## src/rtl/rc6_pkg.sv

```systemverilog
// Shared constants and types for the RC6 round-key store.
package rc6_pkg;

  localparam int RC6_WORD_W = 32;
  localparam int RC6_ROUNDS = 20;

  typedef enum logic [1:0] {
    EMPTY   = 2'd0,
    LOADING = 2'd1,
    READY   = 2'd2
  } key_state_e;

  // S[] holds two whitening pairs plus one pair per round.
  function automatic int depth_f(input int rounds);
    return 2 * rounds + 4;
  endfunction

endpackage

```

## src/rtl/rc6_key_ram.sv

```systemverilog
// Key table storage: one synchronous write port, two asynchronous read ports.
// Contents are never reset; the owner tracks which entries are valid.
module rc6_key_ram
  import rc6_pkg::*;
#(
  parameter int WORD_W = RC6_WORD_W,
  parameter int DEPTH  = depth_f(RC6_ROUNDS),
  parameter int ADDR_W = $clog2(DEPTH)
) (
  input  logic              clk,
  input  logic              wr_en,
  input  logic [ADDR_W-1:0] wr_addr,
  input  logic [WORD_W-1:0] wr_data,
  input  logic [ADDR_W-1:0] rd_addr_a,
  input  logic [ADDR_W-1:0] rd_addr_b,
  output logic [WORD_W-1:0] rd_data_a,
  output logic [WORD_W-1:0] rd_data_b
);

  logic [WORD_W-1:0] mem_q [DEPTH];

  always_ff @(posedge clk) begin
    if (wr_en) begin
      mem_q[wr_addr] <= wr_data;
    end
  end

  // Addresses past the table (possible for rejected indices) read as zero.
  always_comb begin
    rd_data_a = '0;
    rd_data_b = '0;
    if (int'(rd_addr_a) < DEPTH) begin
      rd_data_a = mem_q[rd_addr_a];
    end
    if (int'(rd_addr_b) < DEPTH) begin
      rd_data_b = mem_q[rd_addr_b];
    end
  end

endmodule

```

## src/rtl/rc6_key_store.sv

```systemverilog
// Runtime-loadable RC6 round-key table; reads return S[2i],S[2i+1] one cycle after rd_req.
// Loads stall (load_ready=0) once full or during clr; reads are never stalled, bad ones get rd_err.
module rc6_key_store
  import rc6_pkg::*;
#(
  parameter int WORD_W = RC6_WORD_W,
  parameter int ROUNDS = RC6_ROUNDS
) (
  input  logic                               clk,
  input  logic                               rst_n,
  input  logic                               clr,
  input  logic                               load_valid,
  output logic                               load_ready,
  input  logic [WORD_W-1:0]                  load_data,
  output logic                               keys_ready,
  input  logic                               rd_req,
  input  logic [$clog2(ROUNDS+2)-1:0]        rd_idx,
  output logic                               rd_valid,
  output logic                               rd_err,
  output logic [WORD_W-1:0]                  rd_key_a,
  output logic [WORD_W-1:0]                  rd_key_b
);

  localparam int DEPTH  = depth_f(ROUNDS);
  localparam int ADDR_W = $clog2(DEPTH);
  localparam int IDX_W  = $clog2(ROUNDS + 2);
  // wr_ptr counts held words, so it must be able to reach DEPTH itself.
  localparam int PTR_W  = $clog2(DEPTH + 1);

  localparam logic [PTR_W-1:0] PTR_LAST = PTR_W'(DEPTH - 1);
  localparam logic [IDX_W:0]   IDX_LAST = (IDX_W + 1)'(ROUNDS + 1);

  key_state_e        state_q, state_d;
  logic [PTR_W-1:0]  wr_ptr_q, wr_ptr_d;

  logic              rd_valid_q, rd_valid_d;
  logic              rd_err_q, rd_err_d;
  logic [WORD_W-1:0] rd_key_a_q, rd_key_a_d;
  logic [WORD_W-1:0] rd_key_b_q, rd_key_b_d;

  logic              load_accept;
  logic              idx_ok;
  logic              rd_accept;
  logic [ADDR_W-1:0] ram_rd_addr_a;
  logic [ADDR_W-1:0] ram_rd_addr_b;
  logic [WORD_W-1:0] ram_rd_data_a;
  logic [WORD_W-1:0] ram_rd_data_b;

  assign load_ready  = (state_q != READY) && !clr;
  assign load_accept = load_valid && load_ready;
  assign keys_ready  = (state_q == READY);

  assign idx_ok    = ({1'b0, rd_idx} <= IDX_LAST);
  assign rd_accept = rd_req && (state_q == READY) && !clr && idx_ok;

  assign ram_rd_addr_a = {rd_idx, 1'b0};
  assign ram_rd_addr_b = {rd_idx, 1'b1};

  rc6_key_ram #(
    .WORD_W (WORD_W),
    .DEPTH  (DEPTH),
    .ADDR_W (ADDR_W)
  ) u_ram (
    .clk       (clk),
    .wr_en     (load_accept),
    .wr_addr   (wr_ptr_q[ADDR_W-1:0]),
    .wr_data   (load_data),
    .rd_addr_a (ram_rd_addr_a),
    .rd_addr_b (ram_rd_addr_b),
    .rd_data_a (ram_rd_data_a),
    .rd_data_b (ram_rd_data_b)
  );

  always_ff @(posedge clk or negedge rst_n) begin
    if (!rst_n) begin
      state_q <= EMPTY;
    end else begin
      state_q <= state_d;
    end
  end

  always_comb begin
    state_d  = state_q;
    wr_ptr_d = wr_ptr_q;
    if (clr) begin
      state_d  = EMPTY;
      wr_ptr_d = '0;
    end else if (load_accept) begin
      wr_ptr_d = wr_ptr_q + PTR_W'(1);
      unique case (state_q)
        EMPTY:   state_d = LOADING;
        LOADING: state_d = (wr_ptr_q == PTR_LAST) ? READY : LOADING;
        default: state_d = state_q;
      endcase
    end
  end

  always_ff @(posedge clk or negedge rst_n) begin
    if (!rst_n) begin
      wr_ptr_q <= '0;
    end else begin
      wr_ptr_q <= wr_ptr_d;
    end
  end

  // Key outputs hold between responses; only a request updates them.
  always_comb begin
    rd_valid_d = rd_req;
    rd_err_d   = rd_req && !rd_accept;
    rd_key_a_d = rd_key_a_q;
    rd_key_b_d = rd_key_b_q;
    if (rd_req) begin
      rd_key_a_d = rd_accept ? ram_rd_data_a : '0;
      rd_key_b_d = rd_accept ? ram_rd_data_b : '0;
    end
  end

  always_ff @(posedge clk or negedge rst_n) begin
    if (!rst_n) begin
      rd_valid_q <= 1'b0;
      rd_err_q   <= 1'b0;
      rd_key_a_q <= '0;
      rd_key_b_q <= '0;
    end else begin
      rd_valid_q <= rd_valid_d;
      rd_err_q   <= rd_err_d;
      rd_key_a_q <= rd_key_a_d;
      rd_key_b_q <= rd_key_b_d;
    end
  end

  assign rd_valid = rd_valid_q;
  assign rd_err   = rd_err_q;
  assign rd_key_a = rd_key_a_q;
  assign rd_key_b = rd_key_b_q;

  a_err_qualified: assert property (@(posedge clk) disable iff (!rst_n)
    rd_err_q |-> rd_valid_q);

  a_ready_means_full: assert property (@(posedge clk) disable iff (!rst_n)
    (state_q == READY) |-> (wr_ptr_q == PTR_W'(DEPTH)));

  a_rejected_keys_zero: assert property (@(posedge clk) disable iff (!rst_n)
    rd_err_q |-> (rd_key_a_q == '0 && rd_key_b_q == '0));

endmodule

```

## config.mk

```make
export PLATFORM = sky130hd
export DESIGN_NAME = rc6_key_store
export DESIGN_NICKNAME = d
export VERILOG_FILES = /design/src/rtl/rc6_pkg.sv /design/src/rtl/rc6_key_ram.sv /design/src/rtl/rc6_key_store.sv
export SDC_FILE = /design/constraint.sdc
export NUM_CORES = 1
export LEC_CHECK = 0
export CORE_UTILIZATION = 68
export CTS_CLUSTER_SIZE = 10
export DETAILED_ROUTE_END_ITERATION = 10
export DONT_BUFFER_PORTS = 1
export PLACE_DENSITY = 0.84
export RECOVER_POWER = 25
export SYNTH_ARGS = -nofsm -noshare
export SYNTH_HDL_FRONTEND = slang
export SYNTH_SLANG_ARGS = --single-unit
export TNS_END_PERCENT = 100
```

## constraint.sdc

```tcl
create_clock -name clk -period 6.25 [get_ports clk]
set_clock_uncertainty 0.1 [all_clocks]
set_input_delay 0.3125 -clock clk [delete_from_list [all_inputs] [get_ports clk]]
set_output_delay 0.3125 -clock clk [all_outputs]
set_load 0.05 [all_outputs]
```

==> flow_summary_export.csv <==
group,metric,value,unit
logic_synthesis,synth_top_area_share,74.0,%
clocking,cts_tree,"built",
final_layout,final_util,76.7,%
pwr,power_density,325,mW/mm^2
clocking,cts_sinks,1482,
clocking,path_clk_slew,0.06,ns
final_layout,diodes,0,
final_layout,nets,3168,
clocking,ctsLongestPathBuffers,3,
logic_synthesis,synth-adder-area-share,0.0219,%
floorplanning,die_y,292,microns
timing,finalCritPeriodShare,63.5,%
timing,hold_violations,0,
setup_path,crit_arrival,4.23,ns
final_layout,layout-drive-gt1-share,13.2,%
floorplanning,dieWidth,292,microns
final_layout,syn_to_final_growth,11.0,%
final_layout,layout_common_cells,"edfxtp_1, mux2i_1, nor2_1",
clocking,clockRootBuffer,"clkbuf_16",
drt,drt-initial-drc-count,5412,
logic_synthesis,yosysUniqueCellTypes,38,
global_routing,grt_overflow,0,
timing,worst_slew_pin_slew,3.27,ns
setup_path,cp_max_fo,32,
place,place_hpwl,74400,microns
setup_path,crit_path_end_kind,"register",
logic_synthesis,syn_inst,3048,
drt,vias,31300,
floorplanning,core-area,0.0826,sq mm
logic_synthesis,synth_simple_gate_area_share,3.28,%
setup_path,worstSetupStartpointType,"register",
timing,min_period,3.97,ns
floorplanning,boundaryPins,110,
timing,fin_tns_setup,0,ns
timing,finalWorstSetupSlack,2.28,ns
global_routing,grt_pass1_wl,210000,microns
logic_synthesis,synth_compound_area_share,4.75,%
drt,firstDrtPassIters,6,
clocking,h-tree-depth,4,
place,gp_congestion,0.862,
clocking,cts_resized,0,
place,numPortBuffers,0,
logic_synthesis,synth_top_family_by_area,"multiplexers",
drt,wire_per_inst,34.3,microns
logic_synthesis,ys_ff_latch,1482,
timing,fmax,252,MHz
global_routing,grt_pass1_vias,30300,
place,pre_cts_ws,2.47,ns
logic_synthesis,synth_area_leaders,"edfxtp_1, mux2i_1, mux4_2",
timing,rsz0062_at_grt,"false",
drt,ant_nets,0,
final_layout,final_common_cell,"edfxtp_1",
logic_synthesis,syn_area,0.0571,sq mm
drt,drc,0,
timing,setup_viol,0,
final_layout,multi_input_area,0.0124,sq mm
final_layout,fillers,4002,
global_routing,grt_usage,34.9,%
pwr,p_total,0.0206,W
status,outcome,"finished with violations",
drt,drt_wl_total,148000,microns
floorplanning,fp-row-count,105,
timing,maxSlewViolCount,1660,
timing,maxSlewHeadroom,-118,%
drt,via_per_inst,7.24,
timing,holdWs,0.0742,ns
setup_path,r2r_slack,2.28,ns
floorplanning,fp.dieArea,0.0852,sq mm
logic_synthesis,avgSynthCellArea,18.7,sq um
setup_path,crit_required,6.52,ns
global_routing,antenna_found_initial,6,
floorplanning,start_util,69.1,%
flow_run,cap_violations,29,
setup_path,critical_path_class,"reg2reg",
logic_synthesis,yosysWarnings,0,
hold_path,min_path_type,"in2async",
logic_synthesis,synth-seq-area-share,77.2,%
pwr,ir_drop,273,uV
final_layout,register_area,0.0441,sq mm
logic_synthesis,synth_mux_area_share,12.9,%
global_routing,grt_max_degree,514,
pwr,leakagePower,20.9,nW
clocking,clk_latency,0.77,ns
logic_synthesis,synth_top_area_cell,"edfxtp_1",
status,violations,"capacitance limit, slew limit",
logic_synthesis,synthXorXnorAreaFrac,0.0766,%
logic_synthesis,syn_nets,3091,
clocking,numCtsBuffers,166,
-- area by class of cell --
type / instances / share of cell area (%)
inverters: 5 / 0.0296
multi-input cells: 1385 / 19.5
well taps: 1070 / 2.11
repair buffers: 85 / 1.16
flip-flops and latches: 1482 / 69.6
clock buffers: 278 / 7.25
clock inverters: 14 / 0.357
-- sequential cells by signal, summed over array words and instances, names as in the netlist --
| name | flops |
|---|---|
| rd_valid | 1 |
| wr_ptr_q | 6 |
| rd_key_b | 32 |
| u_ram.mem_q | 1408 |
| state_q | 2 |
| rd_err | 1 |
| rd_key_a | 32 |
-- cell families (layout without fill, tap and decap cells) --
kind of cell / count (synthesis) / count (layout)
DFF: 1482 / 1482
muxes: 576 / 576
and+or+nand+nor: 414 / 414
AOI/OAI and AO/OA: 389 / 389
buffers and inverters: 181 / 382
xor gates and xnor gates: 5 / 5
adders and majority gates: 1 / 1
-- through the flow --
stage | cells | cell area (sq um)
final | 4319 | 63400
after global routing | 4319 | 63400
after floorplan | 3048 | 57100
after detailed placement | 3951 | 57900
after global placement | 3951 | 57900
after CTS | 4319 | 64100
-- where the power goes --
part | switching [W] | internal (W) | leakage (nW)
Combinational | 0.000559 | 0.000277 | 4.90
Clock | 0.00382 | 0.00501 | 2.29
Sequential | 0.0000130 | 0.0109 | 13.7
-- per-layer routing --
layer	routed length, microns	share of wire [%]	vias to the layer above	global-route usage (%)
met4	6750	4.6	8	13.7
met5	57	0.039	-	0
li1	-	-	12400	-
met1	53000	36	15800	50.5
met3	21300	14	355	9.42
met2	66900	45	2728	51.6
-- synthesized netlist by cell type --
library cell	instances
nor2b_1	2
nor4_1	3
nand2b_1	2
xnor2_1	3
nor3b_1	64
buf_4	32
a21oi_1	3
o21ai_1	4
inv_2	4
and2_1	1
dfrtp_1	74
buf_6	6
buf_12	5
nor2_1	247
nand3b_1	4
nor3_1	3
a22oi_1	64
a21o_1	1
nand2_1	76
o21ai_2	49
inv_1	1
edfxtp_1	1408
or3_1	2
mux2i_1	448
o21ai_0	75
buf_2	52
nand3_1	4
a2111oi_4	1
or3b_1	4
clkbuf_1	70
ha_1	1
xor2_1	2
and4b_1	1
a32oi_1	64
mux4_2	128
o22ai_1	128
buf_1	11
or2_1	1
-- path summary, 6_finish.rpt --
kind,from,to,cells after the start
max,state_q[0],u_ram.mem_q[17][19],5
min,rst_n,rd_key_a[14],2
max reg2reg,state_q[0],u_ram.mem_q[17][19],5
min reg2reg,state_q[1],state_q[1],2
max in group asynchronous,rst_n,rd_key_b[18],2
min in group clk,rd_idx[0],rd_key_a[1],4
-- critical path, stage by stage (launching register included) --
cell      delay (ns)
dfrtp_1         0.39
nand2b_1        0.32
inv_2           0.26
nor4_1          0.60
nand2_1         0.81
nor2_4          1.07
-- repair_timing --
item                                    in CTS  in global routing
hold buffers                                76                  0
setup buffers                                0                  0
endpoints found under the hold margin     1555                  0
endpoints found under the setup margin       0                  0
No activity file was read; power rests on OpenSTA's default activity.
